$ cat src/rtl/serial_rx_pkg.sv
// Shared helpers for the serial word receiver: one-hot column decode.
package serial_rx_pkg;

  localparam int ONEHOT_MAX = 256;

  // Code 0 decodes to all zeros; code k sets bit k-1. Callers truncate to 2**W-1 bits.
  function automatic logic [ONEHOT_MAX-1:0] onehot_decode(input logic [7:0] code);
    logic [ONEHOT_MAX-1:0] result;
    result = '0;
    if (code != 8'd0) result[code - 8'd1] = 1'b1;
    return result;
  endfunction

endpackage

$ cat src/rtl/sync_edge_det.sv
// Two-flop synchroniser for the async serial clock/data plus an armed rising-edge detector.
module sync_edge_det (
  input  logic clk,
  input  logic reset,
  input  logic clk_in,
  input  logic bit_in,
  output logic sample,
  output logic sample_bit
);

  logic       clk_s1;
  logic       clk_s2;
  logic       bit_s1;
  logic       bit_s2;
  logic       prev_clk;
  logic       armed;
  logic [1:0] fill;

  // fill marks when clk_s2 holds a real input value rather than its reset zero, so a
  // clk_in held high across reset release is never mistaken for a low phase.
  always_ff @(posedge clk) begin
    if (reset) begin
      clk_s1   <= 1'b0;
      clk_s2   <= 1'b0;
      bit_s1   <= 1'b0;
      bit_s2   <= 1'b0;
      prev_clk <= 1'b0;
      armed    <= 1'b0;
      fill     <= 2'b00;
    end else begin
      clk_s1   <= clk_in;
      clk_s2   <= clk_s1;
      bit_s1   <= bit_in;
      bit_s2   <= bit_s1;
      prev_clk <= clk_s2;
      fill     <= {fill[0], 1'b1};
      if (fill[1] && !clk_s2) armed <= 1'b1;
    end
  end

  assign sample     = armed & clk_s2 & ~prev_clk;
  assign sample_bit = bit_s2;

endmodule

$ cat src/rtl/serial_word_rx.sv
// Serial-to-parallel word receiver with idle timeout and one-hot column select output.
module serial_word_rx
  import serial_rx_pkg::*;
#(
  parameter int WORD_W      = 3,
  parameter int LSB_FIRST   = 1,
  parameter int TIMEOUT_CYC = 64
) (
  input  logic                    clk,
  input  logic                    reset,
  input  logic                    clk_in,
  input  logic                    bit_in,
  output logic [WORD_W-1:0]       word_data,
  output logic                    word_valid,
  output logic [(2**WORD_W)-2:0]  column_select,
  output logic                    frame_err,
  output logic                    busy
);

  localparam int COL_W  = (2**WORD_W) - 1;
  localparam int CNT_W  = (WORD_W > 1) ? $clog2(WORD_W) : 1;
  localparam int IDLE_W = (TIMEOUT_CYC > 0) ? $clog2(TIMEOUT_CYC + 1) : 1;
  localparam logic [CNT_W-1:0]  CNT_LAST  = CNT_W'(WORD_W - 1);
  localparam logic [IDLE_W-1:0] IDLE_LAST = IDLE_W'((TIMEOUT_CYC > 0) ? TIMEOUT_CYC - 1 : 0);

  logic              sample;
  logic              sample_bit;
  logic [CNT_W-1:0]  cnt;
  logic [WORD_W-1:0] shreg;
  logic [IDLE_W-1:0] idle;
  logic [CNT_W-1:0]  pos;
  logic [WORD_W-1:0] assembled;
  logic              timeout_hit;

  sync_edge_det u_sync (
    .clk        (clk),
    .reset      (reset),
    .clk_in     (clk_in),
    .bit_in     (bit_in),
    .sample     (sample),
    .sample_bit (sample_bit)
  );

  always_comb begin
    assembled = shreg;
    if (LSB_FIRST != 0) pos = cnt;
    else                pos = CNT_LAST - cnt;
    assembled[pos] = sample_bit;
  end

  // A sample edge landing on the timeout cycle keeps the partial word alive.
  assign timeout_hit = (TIMEOUT_CYC != 0) && (cnt != '0) && (idle == IDLE_LAST) && !sample;

  // word_valid is a push-only strobe with no ready: the consumer must take word_data and
  // column_select in the single cycle word_valid is high; word_data then holds until the next word.
  always_ff @(posedge clk) begin
    if (reset) begin
      cnt           <= '0;
      shreg         <= '0;
      idle          <= '0;
      word_data     <= '0;
      word_valid    <= 1'b0;
      column_select <= '0;
      frame_err     <= 1'b0;
      busy          <= 1'b0;
    end else begin
      word_valid    <= 1'b0;
      column_select <= '0;
      frame_err     <= 1'b0;
      if (sample) begin
        idle <= '0;
        if (cnt == CNT_LAST) begin
          cnt           <= '0;
          shreg         <= '0;
          word_data     <= assembled;
          word_valid    <= 1'b1;
          column_select <= COL_W'(onehot_decode(8'(assembled)));
          busy          <= 1'b0;
        end else begin
          cnt   <= cnt + 1'b1;
          shreg <= assembled;
          busy  <= 1'b1;
        end
      end else if (timeout_hit) begin
        cnt       <= '0;
        shreg     <= '0;
        idle      <= '0;
        frame_err <= 1'b1;
        busy      <= 1'b0;
      end else if (cnt == '0 || TIMEOUT_CYC == 0) begin
        idle <= '0;
      end else begin
        idle <= idle + 1'b1;
      end
    end
  end

endmodule
$ cat config.mk
export PLATFORM = sky130hd
export DESIGN_NAME = serial_word_rx
export DESIGN_NICKNAME = d
export VERILOG_FILES = /design/src/rtl/serial_rx_pkg.sv /design/src/rtl/sync_edge_det.sv /design/src/rtl/serial_word_rx.sv
export SDC_FILE = /design/constraint.sdc
export NUM_CORES = 1
export LEC_CHECK = 0
export ABC_AREA = 0
export ABC_CLOCK_PERIOD_IN_PS = 4600
export CAP_MARGIN = 20
export CORE_MARGIN = 5
export CORE_UTILIZATION = 40
export DETAILED_ROUTE_END_ITERATION = 10
export PLACE_DENSITY_LB_ADDON = 0.15
export SETUP_SLACK_MARGIN = 0.02
export SYNTH_ARGS = -nofsm -noshare
export SYNTH_HDL_FRONTEND = slang
export SYNTH_SLANG_ARGS = --single-unit
$ cat constraint.sdc
create_clock -name clk -period 4.6 [get_ports clk]
set_input_delay 0.69 -clock clk [delete_from_list [all_inputs] [get_ports clk]]
set_output_delay 0.69 -clock clk [all_outputs]
set_load 0.02 [all_outputs]
==> results of run 1 <==
per-stage QoR:
stage / cells / power [W]
6_report: 164 / 0.000458
5_1_grt: 164 / 0.000485
4_1_cts: 164 / 0.000465
3_5_place_dp: 156 / 0.000304
3_3_place_gp: 156 / 0.000303
2_1_floorplan: 112 / 0.000298
Yosys cell counts (2+ instances only):
master and n:
inv_1 4, xnor2_1 2, mux2i_1 3, nor2b_1 6, nand3b_1 2, xor2_1 2, nand3_1 6, nor3_1 2
a21oi_1 3, dfxtp_1 32, clkbuf_1 2, nor2_1 23, nand2_1 6
worst paths after layout:
kind | end | depth (start not counted)
worst max register to register | shreg[1]$_SDFFE_PP0P_ | 5
worst min-delay path | u_sync.sample_bit$_SDFF_PP0_ | 1
worst max-delay path | shreg[0]$_SDFFE_PP0P_ | 5
worst min register to register | u_sync.sample_bit$_SDFF_PP0_ | 1
cells by family (layout without fill, tap and decap cells):
logic type,after synthesis,after routing,synth area share
buffers and inverters,7,28,0.0251
AO/OA/AOI/OAI,10,10,0.0606
adder cells (fa/ha/maj),1,1,0.0114
multiplexers,4,4,0.0377
flip-flops,32,32,0.585
XOR/XNOR,4,4,0.0320
AND/OR/NAND/NOR,54,54,0.248
registers in the layout, summed over array words and instances (netlist names):
signal / flops
frame_err: 1
word_valid: 1
word_data: 3
u_sync.sample_bit: 1
u_sync.prev_clk: 1
u_sync.bit_s1: 1
column_select: 7
busy: 1
cnt: 2
u_sync.clk_s1: 1
shreg: 2
idle: 7
u_sync.clk_s2: 1
u_sync.armed: 1
u_sync.fill: 2
per-layer routing:
layer / GRT usage / up-vias / share of wire
met3: 0.0685 / 2 / 0.090
met4: 0.0557 / 0 / 0.0093
li1: - / 411 / -
met5: 0 / - / 0
met2: 0.167 / 23 / 0.47
met1: 0.112 / 374 / 0.43
power groups by stage:
stage	Combinational, W	Sequential, W	Clock (W)
floorplan	0.00000775	0.000290	0
global placement	0.0000121	0.000291	0
detailed placement	0.0000124	0.000291	0
CTS	0.0000125	0.000285	0.000168
global route	0.0000139	0.000286	0.000185
finish	0.0000122	0.000285	0.000161
area by class of cell:
| cell class | instances | area [µm²] | share of cell area |
|---|---|---|---|
| clock buffers | 8 | 58.8 | 0.0439 |
| flip-flops and latches | 32 | 641 | 0.478 |
| inverters | 4 | 15.0 | 0.0112 |
| repair buffers | 16 | 160 | 0.120 |
| well taps | 31 | 38.8 | 0.0289 |
| multi-input cells | 73 | 427 | 0.318 |
placed cells by master, fill, tap and decap left out, drive strengths merged, types with 2 or more instances in the layout:
cell type and instances:
nor2b 6, dfxtp 32, nand3b 2, a21oi 3
mux2i 3, nand3 7, xor2 2, nor3 2
inv 4, xnor2 2, clkbuf 8, nor2 23
clkdlybuf4s50 16, nand2 6
==> results list, run 1 <==
- Clock latency on the worst-skew pair: 0.32 ns
* Final Max Slew Viols: 0
* Unrepaired setup endpoints after global routing: no
- The first global-routing pass estimated 3320 µm of wire.
* Post-detailed-placement cell area: 1280 µm²
* Maximum level of the CTS H-tree: 2
- Max Cap Violations: 0
- Of the total power, combinational logic draws 0.027.
- Leading cell types by total area after synthesis: dfxtp_1 (59%), nor2_1 (7.9%), nor2b_1 (3.4%)
- In this run the mean area of a mapped cell was 9.78 µm².
- Largest stage delay, worst path: 0.66 ns
- Minimum setup slack after placement: 2.27 ns
- Async S/R FF share, synth: 0
* Fill cell total of the finished layout: between 200 and 300
- Summed over all layers, the global routing overflow is 0.
- Power spread over the standard cell area amounts to around 340 nW/µm².
- Ports: 17
- The critical path is of the in2reg type.
* Hold violation count in the final report: 0
* Required @ worst endpoint: 4.85 ns
- Number of buffer and inverter instances along the worst setup path: 1
- Kind of path behind the tightest hold check: reg2reg
* Proportion of netlist area held by the largest area contributor: 0.585
- Number of synthesized flops with an enable pin: 0
- The worst hold path begins at u_sync.bit_s1$_SDFF_PP0_.
- Dividing the final minimum period by the clock period gives 0.431.
- Part of the Yosys area used for sequential elements: 0.585
* Maximum number of pins on one net before global-route repair: 16
- # hold bufs at CTS: 0
- Of the total power, the share spent switching nets is 0.207.
- No sink is reached through more buffers than the 2 on the longest clock path.
* Static leakage power: ~0.48 nW
- Worst slack on hold paths: 0.443 ns
* DRC errors left: 0
- Counting flops and latches in the post-synthesis netlist gives 32.
- CP startpoint kind: input pin
* Period minus WS final: ~2.0 ns
- When the netlist entered floorplanning its net count stood at ~120.
- Core footprint: 2690 µm²
- Standard cell with the maximum stage delay on the critical path: clkdlybuf4s50_1
- Vias in the first global route: between 700 and 800
* Relative contribution of sequential cells to total power: 0.622
- First drt pass iteration count: 4
- Between clock sinks in the finished design, the worst skew comes to 0.0107 ns.
- Sw power: 0.0000945 W
* Share of final-layout standard cells stronger than drive strength 1: 0.0752
- Highest achievable clock rate: 505 MHz
- DRC violation total after the first TritonRoute iteration: 22
* Total clock buffers created by CTS: 5
- Worst setup slack after layout: 2.62 ns
- Data on the critical path arrives at its endpoint at 2.23 ns.
- Maximum fanout encountered on the critical timing path: 15
* Distinct cell type count of the synthesized netlist: 32
- Critical path endpoint category: register
- The cell area that synthesis handed to floorplanning was 1090 µm².
* Effective utilization at floorplan: 0.408
- Wire per inst: 11.2 µm
* Die Span Y: roughly 62 µm
* RR Startpoint: idle[0]$_SDFF_PP0_
* Floorplan die area: 3880 µm²
* Gpl congestion: approximately 0.73
- Transition at the pin with the smallest max-transition slack: 0.493 ns
* Number of setup buffers added after CTS: 0
- Once layout is done, the placed cells without fillers occupy 1340 µm².
- Synth-to-layout area growth: 22.4%
- Summed over all instances, the cell type with the most area after synthesis is dfxtp_1.
* Minimum setup slack among reg-to-reg paths: 2.88 ns
- Number of sinks on the clock net: 32
* Number of rows in the core area: 19
* Final core occ: 0.499
- The initial antenna violation count was 0.
- Highest ir drop seen on vdd: 245 µV
- For this block, the via count after detailed routing is 810.
- Average via count per standard cell: between 4 and 5
- The number of gates resized after CTS was 0.
* CP Cell Sequence: clkdlybuf4s50_1 -> nand4bb_1 -> a21oi_1 -> a22oi_1 -> o211ai_1
* Post-detailed-routing wire length: roughly 1800 µm
- Die boundary width: 62.3 µm
- Slew margin rel.: 0.670
* Delay-heaviest family, CP: buffers and inverters
- YS warnings: 0
- After the last flow step, the layout net total stands at approximately 140.
- # diodes: 0
* Fraction of power consumed by the clock network: 0.351
* Final antenna-violating net count: 0
- Final setup violation count: 0
- All-layer global routing usage: 0.108
- Clock-pin slew was measured on the worst setup and hold paths at approximately 0.090 ns.
- The most used flip-flop cell after synthesis is dfxtp_1.
- Buffers on Ports: 16
- Post-synthesis cell count: approximately 110
* HPWL after DPL: 1350 µm
- Outcome: finished clean
- Internal power: 0.000363 W
* Clock tree from TritonCTS: yes
* Clock Tree Root: clkbuf_4
- Post-route setup TNS: 0 ns
- Worst setup path startpoint: reset
No activity file was read; power rests on OpenSTA's default activity.
==> run 2, diff against run 1 <==
ABC_CLOCK_PERIOD_IN_PS = 1710   (was 4600)
clock period = 1.71 ns   (was 4.6 ns; I/O delays follow)
==> run 2 against run 1 <==
Effect of this change:
- routed wire length about the same
- power increased to 2.7 times the previous value
- critical endpoint is now shreg[1]$_SDFFE_PP0P_
- clock power increased to 2.7 times the previous value
- die area unchanged
- non-clock buffer count increased by 3
- combinational power increased to 2.9 times the previous value
- setup slack got worse by 2.5 ns
==> results list, run 2 (synthesized netlist as in run 1, its figures left out) <==
- The run finished with clean final reports.
* Largest registers: column_select: 7 flops, idle: 7 flops, word_data: 3 flops
- The count of routing violations after the opening detailed-route iteration was 14 (-36%).
- DRC errors left: 0 (unchanged)
* Power density normalized to cell area: 905 nW/µm² (+170%)
* Minimum setup slack after placement: 0.112 ns (-2.16 ns)
- The required time of the critical path is 1.94 ns (-2.91 ns).
- Net count reported at finish: 140 (+2.2%)
- The initial antenna violation count is 0 (unchanged).
- The chip height came to 62.3 µm (unchanged).
- The global-route congestion overflow total is 0 (unchanged).
- The fraction of final layout cells with drive strength greater than 1 is 0.110 (+0.0351).
* Gpl congestion: 0.773 (+6.1%)
- Final setup violation count: 0 (unchanged)
- The total wire length was 1840 µm (about the same).
- Vias in the first global route: 735 (-4.7%)
- The relative max-transition margin was 0.787 (+0.117).
- The count of final max-slew check failures came to 0 (unchanged).
- The worst setup slack after layout came to 0.134 ns (-2.49 ns).
- Effective utilization at floorplan: 0.408 (unchanged)
- Maximum fanout encountered on the critical timing path: 3 (-12)
* Final critical-path share of the clock period: 0.922
- In the layout the commonest cells are dfxtp_1 (31), nor2_1 (23), clkdlybuf4s50_1 (16).
- Ports: 17 (unchanged)
- The worst clock skew on the final layout came to 0.00680 ns (-0.00385 ns).
* # diodes: 0 (unchanged)
- The signal on the critical path passes through ha_2 -> nand3_2 -> or3_1 -> o21a_1 -> a22o_1.
- Clock Tree Root: clkbuf_4
- The critical path is of the reg2reg type.
* CP startpoint kind: register
* HPWL after DPL: 1340 µm (-0.59%)
* # hold bufs at CTS: 0 (unchanged)
- All-layer global routing usage: 0.108 (about the same)
- The pin count of the biggest net entering global routing was 12 (-4).
* Max Root-Sink Buffers: 2 (unchanged)
- Setup repair after global routing left no endpoint under its margin.
- Derived from the worst setup path, the maximum achievable clock frequency is 635 MHz.
- The clock latency reported for the late side of the worst-skew pair is 0.33 ns (about the same).
- The worst setup path is captured at a register.
- Post-route setup TNS: 0 ns (unchanged)
- Number of rows in the core area: 19 (unchanged)
* Final design area excluding fillers: 1370 µm² (+2.0%)
- Largest stage delay, worst path: 0.38 ns (-0.28 ns)
- Floorplan die area: 3880 µm² (unchanged)
- In this design, the largest share of critical-path delay is due to simple AND/OR/NAND/NOR gates.
- Standard cell with the maximum stage delay on the critical path: or3_1
- Hold violation count in the final report: 0 (unchanged)
- Average via count per standard cell: 4.72 (-4.3%)
* Maximum level of the CTS H-tree: 2 (unchanged)
- The clock transition at the register clock pins on the worst setup and hold paths after CTS is 0.09 ns (about the same).
* Total clock buffers created by CTS: 5 (unchanged)
- The average detailed-routed wire length per instance came to 11.0 µm (-1.7%).
- Kind of path behind the tightest hold check: reg2reg
- The total iterations of the first detailed-routing run came to 4 (unchanged).
- Global-route wire length before repair: 3170 µm (-4.6%)
- Number of buffer and inverter instances along the worst setup path: 0 (-1)
- The core area is 2690 µm² (unchanged).
- The static power due to leakage is 0.489 nW (+2.5%).
- Buffers on Ports: 16 (unchanged)
- The total number of vias came to 789 (-2.6%).
* Synth-to-layout area growth: 24.8%
- The number of routed nets with antenna violations came to 0 (unchanged).
- Worst slack on hold paths: 0.426 ns (-0.0170 ns)
- The worst ir drop on vdd was 645 µV (+160%).
- Post-detailed-placement cell area: 1300 µm² (+1.8%)
- Clock tree from TritonCTS: yes
- The number of instances in the placed design is 159 (+1.9%).
- The number of maximum-capacitance constraint violations came to 0 (unchanged).
- The worst endpoint data arrival time is 1.80 ns (-0.43 ns).
* Most common cell after layout, fill and taps aside: dfxtp_1
- Die boundary width: 62.3 µm (unchanged)
- The pin slew with the least headroom to its limit is 0.318 ns (-0.174 ns).
* Period minus WS final: between 1.5 and 2 ns
- The count of clock tree sinks was 32 (unchanged).
- The number of standard cells in the final layout excluding fillers came to 167 (+1.8%).
[run 2: layout make-up]
class	count	area [µm²]
fillers	256	1320
flip-flops and latches	32	642
multi-input cells	73	429
repair buffers	19	183
clock buffers	8	58.8
well taps	31	38.8
inverters	4	15.0
[run 2: final timing paths]
kind | start | endpoint | slack [ns] | cells after the start
max | idle[0]$_SDFF_PP0_ | shreg[1]$_SDFFE_PP0P_ | 0.13 | 5
min | idle[0]$_SDFF_PP0_ | idle[0]$_SDFF_PP0_ | 0.43 | 1
max reg2reg | idle[0]$_SDFF_PP0_ | shreg[1]$_SDFFE_PP0P_ | 0.13 | 5
min reg2reg | idle[0]$_SDFF_PP0_ | idle[0]$_SDFF_PP0_ | 0.43 | 1
[run 2: what timing repair did]
item                                    CTS  global route
resized for setup                         0             2
endpoints found under the setup margin    0             3
setup buffers                             0             0
[run 2: through the flow]
stage,utilization,power [W]
3_3_place_gp,0.485,0.000818
5_1_grt,0.509,0.00131
3_5_place_dp,0.485,0.000819
6_report,0.509,0.00124
4_1_cts,0.507,0.00126
2_1_floorplan,-,0.000802
[run 2: routing by layer]
layer	vias up	routed length [µm]	GRT usage
li1	417	-	-
met1	351	906	0.120
met2	16	764	0.150
met3	5	114	0.0739
met4	0	49	0.0637
met5	-	0	0
[run 2: power breakdown]
part / total, W / switching, W / internal, W
Clock: 0.000436 / 0.000234 / 0.000203
Combinational: 0.0000353 / 0.0000161 / 0.0000192
Sequential: 0.000765 / 0.00000852 / 0.000757
==> run 3, diff against run 2 <==
ABC_CLOCK_PERIOD_IN_PS = 1900   (was 1710)
clock period = 1.9 ns   (was 1.71 ns; I/O delays follow)
==> run 3 against run 2 <==
Effect of this change:
- sequential cell count unchanged
- cell area down 1.2%
- sequential share of layout area grew 0.47 points
- critical endpoint unchanged
==> results list, run 3 (synthesized netlist as in run 1, its figures left out) <==
- Placed Cells incl. Taps: 157 (-1.3%)
- Max Root-Sink Buffers: 2 (unchanged)
* Average via count per standard cell: 4.81 (+1.9%)
* Maximum number of pins on one net before global-route repair: 14 (+2)
* Final setup violation count: 0 (unchanged)
- The core area came to 2690 µm² (unchanged).
- Most common cell after layout, fill and taps aside: dfxtp_1
- Synth-to-layout area growth: 23.3%
- The overall die area was 3880 µm² (unchanged).
- Largest registers: column_select: 7 flops, idle: 7 flops, word_data: 3 flops
* Unrepaired setup endpoints after global routing: no
- The critical path is of the reg2reg type.
- Footprint of the multi-input gates: 427 µm² (-0.58%)
- Most frequent cells in the layout: dfxtp_1 (32), nor2_1 (23), clkdlybuf4s50_1 (16)
- The average detailed-routed wire length per instance came to 10.5 µm (-4.5%).
- The clock transition at the register clock pins on the worst setup and hold paths after CTS is 0.10 ns (about the same).
- The pin slew with the least headroom to its limit was 0.336 ns (+0.0174 ns).
- The number of maximum-capacitance constraint violations was 0 (unchanged).
- Number of sinks on the clock net: 32 (unchanged)
- The fraction of the cycle the final worst path needs was 0.884 (-0.0374).
- Highest ir drop seen on vdd: 546 µV (-15%)
* Clock Tree Root: clkbuf_4
* Effective utilization at floorplan: 0.408 (unchanged)
* Gpl congestion: 0.755 (-2.2%)
- Fill cell total of the finished layout: 256 (unchanged)
* Vias: 794 (+0.63%)
- Worst Clk Skew: 0.0131 ns (+0.00630 ns)
- CP startpoint kind: register
* Number of rows in the core area: 19 (unchanged)
- Layout Cells excl Fill: 165 (-1.2%)
- CP Data Arrival Time: 1.90 ns (+0.10 ns)
- The largest fanout on the critical path came to 6 (+3).
* Outcome: finished clean
* Clock tree from TritonCTS: yes
* Share of final-layout standard cells stronger than drive strength 1: 0.0970 (-0.0133)
- Highest achievable clock rate: 595 MHz (-6.2%)
* Number of setup buffers added after CTS: 0 (unchanged)
- Final antenna-violating net count: 0 (unchanged)
- The number of buffers added by the clock tree synthesis step came to 5 (unchanged).
- The register cell area after layout came to 641 µm² (-0.20%).
* Largest stage delay, worst path: 0.46 ns (+0.08 ns)
- # diodes: 0 (unchanged)
- Required @ worst endpoint: 2.12 ns (+0.18 ns)
- On the critical path, the stage with the largest delay is an instance of or3_1.
- The die extent in x is 62.3 µm (unchanged).
- DRC errors left: 0 (unchanged)
* Minimum setup slack among reg-to-reg paths: 0.22 ns (+0.09 ns)
- The number of H-tree levels was 2 (unchanged).
* Net count reported at finish: 138 (-1.4%)
- Cells resized by post-CTS repair: 0 (unchanged)
- Power density normalized to cell area: 822 nW/µm² (-9.2%)
- The number of I/O pins is 17 (unchanged).
* Static leakage power: 0.487 nW (-0.31%)
- The total iterations of the first detailed-routing run is 4 (unchanged).
* Post-route setup TNS: 0 ns (unchanged)
* Clock latency on the worst-skew pair: 0.32 ns (about the same)
- CP Cell Sequence: ha_1 -> nand3_2 -> or3_1 -> o21a_1 -> a22o_1
- The final count of hold timing violations came to 0 (unchanged).
- The total wire length came to 1730 µm (-5.6%).
- Buffers on Ports: 16 (unchanged)
- The count of routing violations after the opening detailed-route iteration came to 22 (+8).
* Global-route wire length before repair: 3010 µm (-5.0%)
* Vias in the first global route: 708 (-3.7%)
* Die Span Y: 62.3 µm (unchanged)
- Grt total ovfl: 0 (unchanged)
- The minimum clock period was 1.68 ns (+0.104 ns).
* Critical path endpoint category: register
- The relative max-transition margin was 0.775 (-0.0116).
- # hold bufs at CTS: 0 (unchanged)
- Final Max Slew Viols: 0 (unchanged)
- The tightest min-delay check is of the reg2reg type.
* Number of antenna violations at the first check in global routing: 0 (unchanged)
- The placed wire-length estimate after detailed placement is 1290 µm (-3.8%).
- The global router's overall resource usage is 0.0976 (-0.0104).
run 3: changes by cell type in the layout (fill, tap and decap cells not counted), sizes merged:
cell	delta
clkinv	+2
buf	-2
clkbuf	-2
run 3: metrics by stage:
step / power (W) / worst slack, ns / cell area (µm²) / hold WS, ns / utilization
6_report: 0.00111 / 0.220 / 1350 / 0.443 / 0.503
5_1_grt: 0.00117 / 0.122 / 1350 / 0.462 / 0.503
3_3_place_gp: 0.000736 / 0.266 / 1290 / 0.417 / 0.480
4_1_cts: 0.00112 / 0.214 / 1350 / 0.448 / 0.503
2_1_floorplan: 0.000722 / 0.291 / 1090 / 0.353 / -
3_5_place_dp: 0.000737 / 0.236 / 1290 / 0.425 / 0.480
run 3: critical path, delay by kind of cell (launching register included):
kind	cells	cell delay, ns
adder cells (fa/ha/maj)	1	0.21
AND/OR/NAND/NOR	2	0.56
flip-flops	1	0.37
AO/OA/AOI/OAI	2	0.45
run 3: area by class of cell:
class | instances | area share
Inverter | 4 | 0.0111
Clock inverter | 2 | 0.00741
Timing Repair Buffer | 17 | 0.124
Tap cell | 31 | 0.0287
Multi-Input combinational cell | 73 | 0.316
Sequential cell | 32 | 0.475
Clock buffer | 6 | 0.0380
run 3: where the power goes:
part | total, W | switching (W) | internal, W
sequential | 0.000689 | 0.00000793 | 0.000681
clock | 0.000389 | 0.000214 | 0.000176
combinational | 0.0000315 | 0.0000145 | 0.0000171
total | 0.00111 | 0.000236 | 0.000874
run 3: per-layer routing:
metal,part of all wire,routed length [µm],track usage
met1,0.47,811,0.116
met2,0.45,776,0.136
met3,0.076,131,0.0613
met4,0.0075,13,0.0477
met5,0,0,0
run 3: worst paths after layout:
check / startpoint / end / cells past startpoint
max: idle[0]$_SDFF_PP0_ / shreg[1]$_SDFFE_PP0P_ / 5
min reg2reg: u_sync.clk_s1$_SDFF_PP0_ / u_sync.clk_s2$_SDFF_PP0_ / 1
min: u_sync.clk_s1$_SDFF_PP0_ / u_sync.clk_s2$_SDFF_PP0_ / 1
max reg2reg: idle[0]$_SDFF_PP0_ / shreg[1]$_SDFFE_PP0P_ / 5
